**src/rtl/decodificador_teclado_pkg.sv**
```systemverilog
// Shared types and constants for the keypad front end and the lock's PIN logic.
// Latency: n/a (declarations and a pure combinational helper only).
// Backpressure: n/a.
package decodificador_teclado_pkg;

    // Four-digit PIN as assembled by operacional.
    typedef struct packed {
        logic [3:0] d3;
        logic [3:0] d2;
        logic [3:0] d1;
        logic [3:0] d0;
    } pinPac_t;

    // Two-digit BCD value used by the display path.
    typedef struct packed {
        logic [3:0] tens;
        logic [3:0] units;
    } bcdPac_t;

    localparam logic [3:0] KEY_A    = 4'hA;
    localparam logic [3:0] KEY_B    = 4'hB;
    localparam logic [3:0] KEY_C    = 4'hC;
    localparam logic [3:0] KEY_D    = 4'hD;
    localparam logic [3:0] KEY_STAR = 4'hE;
    localparam logic [3:0] KEY_HASH = 4'hF;

    typedef enum logic [1:0] {
        SCAN,
        DEBOUNCE,
        VALID,
        WAIT_RELEASE
    } kbd_state_t;

    // Indexed [row][col], row 0 is the top row of the keypad.
    localparam logic [3:0] KEY_MAP [4][4] = '{
        '{4'h1,     4'h2, 4'h3,     KEY_A},
        '{4'h4,     4'h5, 4'h6,     KEY_B},
        '{4'h7,     4'h8, 4'h9,     KEY_C},
        '{KEY_STAR, 4'h0, KEY_HASH, KEY_D}
    };

    // Result of inspecting the active-low column lines of one row.
    typedef struct packed {
        logic       single;  // exactly one column is low
        logic [1:0] idx;     // index of the low column when single is set
    } col_hit_t;

    function automatic col_hit_t decode_cols(input logic [3:0] cols);
        col_hit_t hit;
        int       zeros;
        hit   = '0;
        zeros = 0;
        for (int i = 0; i < 4; i++) begin
            if (!cols[i]) begin
                zeros++;
                hit.idx = 2'(i);
            end
        end
        hit.single = (zeros == 1);
        return hit;
    endfunction

endpackage

```
**src/rtl/decodificador_teclado_sincronizador.sv**
```systemverilog
// Two-flop synchroniser for asynchronous level inputs; resets to all ones (idle keypad).
// Latency: 2 clk cycles.
// Backpressure: none, free-running sampler.
module decodificador_teclado_sincronizador #(
    parameter int WIDTH = 4
) (
    input  logic             clk,
    input  logic             rst,
    input  logic [WIDTH-1:0] d,
    output logic [WIDTH-1:0] q
);

    logic [WIDTH-1:0] meta;

    // Metastability stage followed by the stable output stage.
    always_ff @(posedge clk or negedge rst) begin
        if (!rst) begin
            meta <= '1;
            q    <= '1;
        end else begin
            meta <= d;
            q    <= meta;
        end
    end

endmodule

```
**src/rtl/decodificador_teclado.sv**
```systemverilog
// 4x4 keypad scanner: drives rows one-hot-low, debounces columns, emits one key_valid pulse per press.
// Latency: key_valid 1+DEBOUNCE_CYCLES cycles after the scan sample that first sees the key.
// Backpressure: none; key_valid is a single-cycle pulse, key_code holds until the next press.
module decodificador_teclado
    import decodificador_teclado_pkg::*;
#(
    parameter int SETTLE_CYCLES   = 3,
    parameter int DEBOUNCE_CYCLES = 20
) (
    input  logic       clk,
    input  logic       rst,
    input  logic [3:0] col_matrix,
    output logic [3:0] lin_matrix,
    output logic       key_valid,
    output logic [3:0] key_code
);

    localparam int CNT_MAX = (SETTLE_CYCLES > DEBOUNCE_CYCLES) ? SETTLE_CYCLES : DEBOUNCE_CYCLES;
    localparam int CNT_W   = $clog2(CNT_MAX + 1);

    localparam logic [CNT_W-1:0] CNT_TOP     = CNT_W'(CNT_MAX);
    localparam logic [CNT_W-1:0] SETTLE_LAST = CNT_W'(SETTLE_CYCLES - 1);
    localparam logic [CNT_W-1:0] DEB_LAST    = CNT_W'(DEBOUNCE_CYCLES - 1);

    // Counters stop at their top value instead of wrapping.
    function automatic logic [CNT_W-1:0] sat_inc(input logic [CNT_W-1:0] v);
        return (v == CNT_TOP) ? v : v + CNT_W'(1);
    endfunction

    kbd_state_t       state_q, state_d;
    logic [1:0]       row_q, row_d;
    logic [1:0]       col_q, col_d;
    logic [CNT_W-1:0] settle_q, settle_d;
    logic [CNT_W-1:0] deb_q, deb_d;
    logic             key_valid_d;
    logic [3:0]       key_code_d;

    logic [3:0] col_s;
    logic [3:0] col_expected;
    col_hit_t   hit;

    decodificador_teclado_sincronizador #(
        .WIDTH (4)
    ) u_sincronizador (
        .clk (clk),
        .rst (rst),
        .d   (col_matrix),
        .q   (col_s)
    );

    assign lin_matrix   = ~(4'b0001 << row_q);
    assign col_expected = ~(4'b0001 << col_q);
    assign hit          = decode_cols(col_s);

    // State, scan position, counters and the registered key outputs.
    always_ff @(posedge clk or negedge rst) begin
        if (!rst) begin
            state_q   <= SCAN;
            row_q     <= '0;
            col_q     <= '0;
            settle_q  <= '0;
            deb_q     <= '0;
            key_valid <= 1'b0;
            key_code  <= '0;
        end else begin
            state_q   <= state_d;
            row_q     <= row_d;
            col_q     <= col_d;
            settle_q  <= settle_d;
            deb_q     <= deb_d;
            key_valid <= key_valid_d;
            key_code  <= key_code_d;
        end
    end

    // Next-state logic: scan rows, qualify a single low column, debounce press and release.
    always_comb begin
        state_d     = state_q;
        row_d       = row_q;
        col_d       = col_q;
        settle_d    = settle_q;
        deb_d       = deb_q;
        key_valid_d = 1'b0;
        key_code_d  = key_code;

        case (state_q)
            SCAN: begin
                if (settle_q == SETTLE_LAST) begin
                    settle_d = '0;
                    if (hit.single) begin
                        col_d   = hit.idx;
                        deb_d   = '0;
                        state_d = DEBOUNCE;
                    end else begin
                        // Idle row or ghosting (several lows): move on.
                        row_d = row_q + 2'd1;
                    end
                end else begin
                    settle_d = sat_inc(settle_q);
                end
            end

            DEBOUNCE: begin
                if (col_s == col_expected) begin
                    if (deb_q == DEB_LAST) begin
                        state_d     = VALID;
                        key_valid_d = 1'b1;
                        key_code_d  = KEY_MAP[row_q][col_q];
                    end else begin
                        deb_d = sat_inc(deb_q);
                    end
                end else begin
                    // Bounce or glitch: rescan the same row from scratch.
                    state_d  = SCAN;
                    settle_d = '0;
                end
            end

            VALID: begin
                state_d = WAIT_RELEASE;
                deb_d   = '0;
            end

            WAIT_RELEASE: begin
                if (&col_s) begin
                    if (deb_q == DEB_LAST) begin
                        state_d  = SCAN;
                        row_d    = row_q + 2'd1;
                        settle_d = '0;
                    end else begin
                        deb_d = sat_inc(deb_q);
                    end
                end else begin
                    deb_d = '0;
                end
            end

            default: begin
                state_d  = SCAN;
                settle_d = '0;
            end
        endcase
    end

endmodule
```
**config.mk**
```make
export PLATFORM = sky130hd
export DESIGN_NAME = decodificador_teclado
export DESIGN_NICKNAME = d
export VERILOG_FILES = /design/src/rtl/decodificador_teclado_pkg.sv /design/src/rtl/decodificador_teclado_sincronizador.sv /design/src/rtl/decodificador_teclado.sv
export SDC_FILE = /design/constraint.sdc
export NUM_CORES = 1
export LEC_CHECK = 0
export ABC_AREA = 1
export CAP_MARGIN = 25
export CORE_MARGIN = 4
export CORE_UTILIZATION = 40
export CTS_CLUSTER_DIAMETER = 80
export DETAILED_ROUTE_END_ITERATION = 10
export DONT_BUFFER_PORTS = 1
export PLACE_DENSITY_LB_ADDON = 0.12
export SLEW_MARGIN = 10
export SYNTH_ARGS = -nofsm -noshare
export SYNTH_HDL_FRONTEND = slang
export SYNTH_SLANG_ARGS = --single-unit
```
**constraint.sdc**
```tcl
create_clock -name clk -period 3.1 [get_ports clk]
set_input_delay 0.31 -clock clk [delete_from_list [all_inputs] [get_ports clk]]
set_output_delay 0.31 -clock clk [all_outputs]
set_load 0.02 [all_outputs]
```
==> results of run 1 <==
[final cells by class]
class                      count  area share, %
clock buffer                   8           4.23
inverter                      29           5.41
multi-input combinational    167           50.4
sequential                    29           34.6
tap                           67           3.94
timing repair buffer           2           1.41
[sequential cells by signal, indices dropped and copies added, names as in the netlist, named ones only]
| name | cells |
|---|---|
| key_valid | 1 |
| u_sincronizador.meta | 4 |
| row_q | 2 |
| key_code | 4 |
| state_q | 1 |
| deb_q | 5 |
| settle_q | 5 |
| col_q | 2 |
| u_sincronizador.q | 4 |
[kinds of logic after synthesis]
logic type	Yosys count	share of synthesized area (%)
flops	29	37.6
compound gates	35	12.1
fa+ha+maj	15	9.59
xor+xnor	6	2.69
buf+inv	34	7.54
simple gates	111	30.4
[power by group]
part           total (mW)  internal [mW]  switching, mW
Clock               0.317          0.181          0.136
Combinational       0.644          0.228          0.417
Sequential          0.595          0.448          0.147
Total                1.56          0.856          0.700
[layer usage]
layer	part of all wire [%]	vias to the layer above
met4	0.94	0
met5	0	-
met3	3.9	2
met2	47	20
met1	48	677
li1	-	765
[timing repair]
action	CTS	global route
endpoints found under the hold margin	29	0
hold buffers	2	0
resized for setup	0	0
setup buffers	0	0
[worst reg2reg max path, delay by kind of cell, from the launching register on]
kind                     cells  cell delay (ns)
AND/OR/NAND/NOR              8             0.69
adder cells (fa/ha/maj)      2             0.61
flip-flops                   1             0.56
buffers and inverters        3             0.19
AO/OA/AOI/OAI                2             0.12
[per-stage QoR]
| stage | std cells | utilization [%] |
|---|---|---|
| 2_1_floorplan | 230 | - |
| 3_3_place_gp | 292 | 42.5 |
| 3_5_place_dp | 292 | 42.5 |
| 4_1_cts | 302 | 45.1 |
| 5_1_grt | 302 | 45.1 |
| 6_report | 302 | 45.1 |
[worst max path at each step]
| stage | depth (start not counted) | slack [ns] | from | end |
|---|---|---|---|---|
| after CTS | 16 | 0.81 | u_sincronizador.q[0]$_DFF_PN1_ | row_q[1]$_DFFE_PN0P_ |
| after floorplan | 15 | 0.99 | u_sincronizador.q[0]$_DFF_PN1_ | deb_q[2]$_DFFE_PN0P_ |
| final | 15 | 0.84 | u_sincronizador.q[0]$_DFF_PN1_ | deb_q[1]$_DFFE_PN0P_ |
| after detailed placement | 16 | 0.82 | u_sincronizador.q[0]$_DFF_PN1_ | row_q[1]$_DFFE_PN0P_ |
| after global placement | 15 | 0.88 | u_sincronizador.q[0]$_DFF_PN1_ | deb_q[1]$_DFFE_PN0P_ |
| after global routing | 16 | 0.60 | u_sincronizador.q[0]$_DFF_PN1_ | row_q[1]$_DFFE_PN0P_ |
[cells in the mapped netlist, drive strengths merged (2+ instances only)]
| master | number |
|---|---|
| nand2 | 62 |
| inv | 27 |
| dfrtp | 21 |
| nand3 | 19 |
| nor2 | 19 |
| o21ai | 19 |
| ha | 15 |
| dfstp | 8 |
| nand4 | 8 |
| a21oi | 6 |
| buf | 4 |
| xor2 | 4 |
| o31ai | 3 |
| clkinv | 2 |
| nand3b | 2 |
| o2111ai | 2 |
| xnor2 | 2 |
==> summary.txt, run 1 <==
================================================================================
Sink count of the clock tree                                                  29
Worst Setup End Kind                                                    register
Slew at the pin with the worst max-slew slack                           0.568 ns
Number of antenna-violating nets in the routed design                          0
Min-Delay Path Depth                                                           0
Remaining design rule violation count                                          0
Pre-CTS setup slack                                                     0.821 ns
End point of the most critical hold path                            u_sincronizador.meta[2]$_DFF_PN1_
Leak Pwr                                                                 1.01 nW
Summed instance area of the synthesized netlist                         1960 um2
Layout filler cell count                                                     460
Overall global routing resource usage                                      13.8%
Congestion Overflow GR                                                         0
R2r startpoint                                                      u_sincronizador.q[0]$_DFF_PN1_
Global route hottest layer                                                  met2
Number of nets in the finished design                                        255
Initial Util                                                               41.4%
Port bufs                                                                      0
Number of flops mapped to enable cells by yosys                                0
Max-cap violations                                                             0
Result of the run                                                   finished, final reports clean
Worst EP arrival                                                         2.42 ns
Minimum clock period after layout                                        2.26 ns
Most common library cell in the layout ignoring fill and taps            nand2_1
Leading cell types in the layout, fill and taps excluded            54 x nand2_1, 22 x inv_1, 21 x dfrtp_1
Seq/Total Area, Yosys                                                      37.6%
Required time at the worst-slack endpoint                                3.26 ns
Kind of start point of the critical path                                register
Count of cells along the worst register-to-register path                      15
Global routing usage on met2                                               22.9%
Boundary Pins                                                                 15
Chip Height                                                              77.9 um
Kind of cell adding the most delay to the critical path             simple AND/OR/NAND/NOR gates
Power density normalized to cell area                                 731 nW/um2
Crit Path Class                                                     register to register
Fin Clk Skew                                                          0.00514 ns
Cell type with the highest aggregate area in the netlist                 dfrtp_1
Total setup violations reported at the end of the flow                         0
Number of rows in the core area                                               25
WL final                                                                 3730 um
Die Footprint                                                           6080 um2
Cell type with the highest occurrence count on the critical path         nand2_1
Hold WC Path Type                                                   primary input to register
CTS clock-pin slew for the worst setup and hold paths                    0.06 ns
Final RePlAce weighted congestion                                          0.785
N_diodes                                                                       0
Syn_nets                                                                     251
Number of hold-slack violations in the final timing report                     0
Chip width                                                               77.9 um
Routed via count                                                            1464
Number of buffers added by the clock tree synthesis step                       5
Vias in the first global route                                              1386
Top_reg_cell synth                                                       dfrtp_1
Highest achievable clock rate                                            442 MHz
Post-synth ARST share                                                       100%
Number of iterations in the first detailed-routing pass                        4
Max FO, Critical Path                                                          9
Setup slack of the most critical reg-to-reg path                         0.84 ns
RSZ-0062 raised after global routing                                       false
Worst hold margin                                                      0.0327 ns
Average vias per placed instance                                            4.85
Post-place instance area                                                2010 um2
Synth warnings                                                                 0
Wire length per cell                                                     12.4 um
Combined flip-flop and latch cell area                                   736 um2
Crit-path cells                                                     inv_1 > ha_1 > inv_1 > nand2_1 > nand2_1 > inv_1 > ha_1 > nor2_1 > nand2_1 > o21ai_1 > nand2_1 > nand2_2 > nand3b_4 > nand2_1 > o21ai_1
Global-route met3 utilization                                              3.83%
Global-route wire length before repair                                   6670 um
Core area                                                               4720 um2
Average size of a mapped cell                                           8.51 um2
Unique cell type count in the Yosys netlist                                   39
Dominant cells by area after synthesis                              dfrtp_1 27%, dfstp_2 11%, nand2_1 10%
Crit path setup slack, layout                                           0.837 ns
Biggest cell delay along the critical path                               0.56 ns
Max-slew violations                                                            0
Peak supply drop                                                        0.355 mV
Number of buffers on the longest clock path                                    2
Pin count of the biggest net entering global routing                          30
Setup TNS Final                                                             0 ns
Share of the clock period used by the worst path after layout              73.0%
Final Cell Area                                                         2130 um2
Global routing usage on met1                                               17.2%
FF-to-FF End                                                        deb_q[1]$_DFFE_PN0P_
Tot Pwr                                                                  1.56 mW
Detailed router's first-iteration violation count                            108
Startpoint of the lowest-slack hold path                            col_matrix[2]
Cell with the biggest individual delay on the critical path              dfstp_2
Cell count after synthesis                                                   230
CTS tree                                                                     yes
Maximum level of the CTS H-tree                                                2
Insertion delay of the later-clocked pin in the worst-skew pair          0.27 ns
Clk Tree Root Cell                                                      clkbuf_8
Proportion of layout cells with a drive suffix above 1                     20.4%
HPWL after detailed placement                                            2780 um
Area share of the largest cell type after synthesis                        26.9%
P&R area growth vs syn                                                     8.76%
Number of antenna violations at the first check in global routing              0
Post-synthesis register bit count                                             29
Area of the multi-input gates                                           1070 um2
Max-Slew Margin vs Limit                                                   62.1%
Worst path bufs/invs                                                           3
================================================================================
No activity file was read; power rests on OpenSTA's default activity.
==> inputs of run 2 (changes only) <==
clock period = 2.2 ns   (was 3.1 ns; I/O delays follow)
==> run 2 against run 1 <==
Compared with the run above: maximum frequency increased by 11%; first-iteration DRC count decreased by 41%; sequential share of layout area decreased by 2.3 points; power increased by 46%; count of clock-buffer cells in the layout unchanged; final area increased by 7.3%; wire length increased by 0.94%; hold slack improved by 0.32 ns; non-clock buffer count increased by 9; via count increased by 2.2%; largest cell class unchanged.
==> summary.txt, run 2 (synthesis gave the netlist of run 1 again) <==
================================================================================
Reg power frac                                                             36.6%
Insertion delay of the later-clocked pin in the worst-skew pair          0.27 ns
Final RePlAce weighted congestion                                          0.783
WL final                                                                 3770 um
Pre-CTS setup slack                                                  -0.00217 ns
HPWL after detailed placement                                            2700 um
Final Cell Area                                                         2280 um2
Chip width                                                               77.9 um
Crit Path Class                                                     register to register
Die Footprint                                                           6080 um2
Slew at the pin with the worst max-slew slack                           0.559 ns
Initial Util                                                               41.4%
Overall global routing resource usage                                      13.7%
Routed via count                                                            1496
Cell with the biggest individual delay on the critical path              dfstp_2
Highest achievable clock rate                                            489 MHz
Average vias per placed instance                                            4.79
Max-cap violations                                                             0
Proportion of power drawn by the clock network                             19.8%
Power density normalized to cell area                                 994 nW/um2
Result of the run                                                   finished, final reports clean
Boundary Pins                                                                 15
Leading cell types in the layout, fill and taps excluded            43 x nand2_1, 21 x dfrtp_1, 18 x inv_1
Net Sw Frac                                                                45.2%
Remaining design rule violation count                                          0
Worst path bufs/invs                                                           3
Number of antenna-violating nets in the routed design                          0
Port bufs                                                                      0
Number of buffers on the longest clock path                                    2
Fraction of power consumed by combinational cells                          43.6%
Number of buffers added by the clock tree synthesis step                       5
Proportion of layout cells with a drive suffix above 1                     29.8%
Wire length per cell                                                     12.1 um
Worst hold margin                                                       0.355 ns
Biggest registers after layout                                      deb_q: 5 flops, settle_q: 5 flops
Biggest cell delay along the critical path                               0.54 ns
Sink count of the clock tree                                                  29
Core Util, Final                                                           48.3%
Maximum level of the CTS H-tree                                                2
Internal power summed over all cells                                     1.24 mW
Fin Clk Skew                                                          0.00700 ns
Kind of cell adding the most delay to the critical path             simple AND/OR/NAND/NOR gates
Post-place instance area                                                2040 um2
Total setup violations reported at the end of the flow                         0
Core area                                                               4720 um2
Worst Setup End Kind                                                    register
Cell type with the highest occurrence count on the critical path         nand2_2
Number of hold-slack violations in the final timing report                     0
N_diodes                                                                       0
CTS tree                                                                     yes
Minimum clock period after layout                                        2.05 ns
Share of the clock period used by the worst path after layout              93.0%
CTS clock-pin slew for the worst setup and hold paths                    0.07 ns
Total net switching power                                                1.03 mW
Worst EP arrival                                                         2.21 ns
Max-Slew Margin vs Limit                                                   62.7%
Crit path setup slack, layout                                           0.154 ns
Max-slew violations                                                            0
Clk Tree Root Cell                                                      clkbuf_8
Most common library cell in the layout ignoring fill and taps            nand2_1
Vias in the first global route                                              1407
Global-route wire length before repair                                   6500 um
Tot Pwr                                                                  2.27 mW
Number of iterations in the first detailed-routing pass                        4
Max FO, Critical Path                                                          5
Number of antenna violations at the first check in global routing              0
Required time at the worst-slack endpoint                                2.36 ns
Leak Pwr                                                                 1.06 nW
Congestion Overflow GR                                                         0
Hold WC Path Type                                                   register to register
P&R area growth vs syn                                                     16.7%
Kind of start point of the critical path                                register
Chip Height                                                              77.9 um
Detailed router's first-iteration violation count                             64
Crit-path cells                                                     inv_2 > ha_4 > inv_2 > nand2_2 > nand2_2 > inv_2 > ha_4 > nor2_1 > nand2_1 > o21ai_2 > nand2_2 > nand2_4 > nand3b_4 > nand2_2 > o21ai_1
Number of rows in the core area                                               25
Peak supply drop                                                        0.437 mV
Number of nets in the finished design                                        265
Pin count of the biggest net entering global routing                          30
================================================================================
[run 2: cell types whose count changed in the layout (fill, tap and decap cells not counted), moves of 2 or more]
cell,change
buf_4,+5
dlygate4sd3_1,+4
ha_1,-2
ha_4,+2
inv_1,-4
inv_2,+4
nand2_1,-11
nand2_2,+10
o21ai_1,-2
o21ai_2,+2
[run 2: area by class of cell]
class	instances	area [um2]
clock buffer	8	90.1
fill	438	2440
inverter	29	116
multi-input combinational	168	1150
sequential	29	736
tap	67	83.8
timing repair buffer	11	108
[run 2: routing by layer]
layer	vias to the layer above	wire length [um]	GRT usage, %
met1	687	1840	17.3
met4	0	35	5.94
li1	787	-	-
met3	2	156	3.94
met2	20	1730	21.7
met5	-	0	0
[run 2: power groups by stage]
stage | Sequential (mW) | Combinational (mW) | Clock, mW
3_5_place_dp | 0.837 | 0.910 | 0
5_1_grt | 0.856 | 1.14 | 0.492
3_3_place_gp | 0.840 | 0.903 | 0
6_report | 0.831 | 0.990 | 0.450
2_1_floorplan | 0.722 | 0.879 | 0
4_1_cts | 0.829 | 0.935 | 0.466
[run 2: worst paths after layout]
path,from,endpoint,slack [ns],depth (start not counted)
hold reg to reg,u_sincronizador.meta[0]$_DFF_PN1_,u_sincronizador.q[0]$_DFF_PN1_,0.36,0
hold / removal,u_sincronizador.meta[0]$_DFF_PN1_,u_sincronizador.q[0]$_DFF_PN1_,0.36,0
setup / recovery,u_sincronizador.q[0]$_DFF_PN1_,deb_q[1]$_DFFE_PN0P_,0.15,15
setup reg to reg,u_sincronizador.q[0]$_DFF_PN1_,deb_q[1]$_DFFE_PN0P_,0.15,15
min in group asynchronous,rst,key_valid$_DFF_PN0_,0.40,2
max in group asynchronous,rst,u_sincronizador.meta[1]$_DFF_PN1_,1.56,2
[run 2: per-stage QoR]
step	TNS [ns]	std cells
6_report	0	312
5_1_grt	-0.0122	312
4_1_cts	-0.00465	310
3_5_place_dp	-0.00217	296
3_3_place_gp	0	296
2_1_floorplan	0	230
[run 2: repair_timing]
action / in CTS / in global routing
resized for setup: 0 / 21
pin swaps: 0 / 8
endpoints found under the setup margin: 3 / 11
hold buffers: 6 / 0
setup buffers: 0 / 1
endpoints found under the hold margin: 33 / 0
cloned: 0 / 1
[run 2: worst reg2reg max path, stage by stage (launching register included)]
cell and delay, ns:
dfstp_2 0.54, inv_2 0.05, ha_4 0.27, inv_2 0.03
nand2_2 0.06, nand2_2 0.07, inv_2 0.06, ha_4 0.18
nor2_1 0.09, nand2_1 0.06, o21ai_2 0.06, nand2_2 0.09
nand2_4 0.10, nand3b_4 0.14, nand2_2 0.09, o21ai_1 0.05
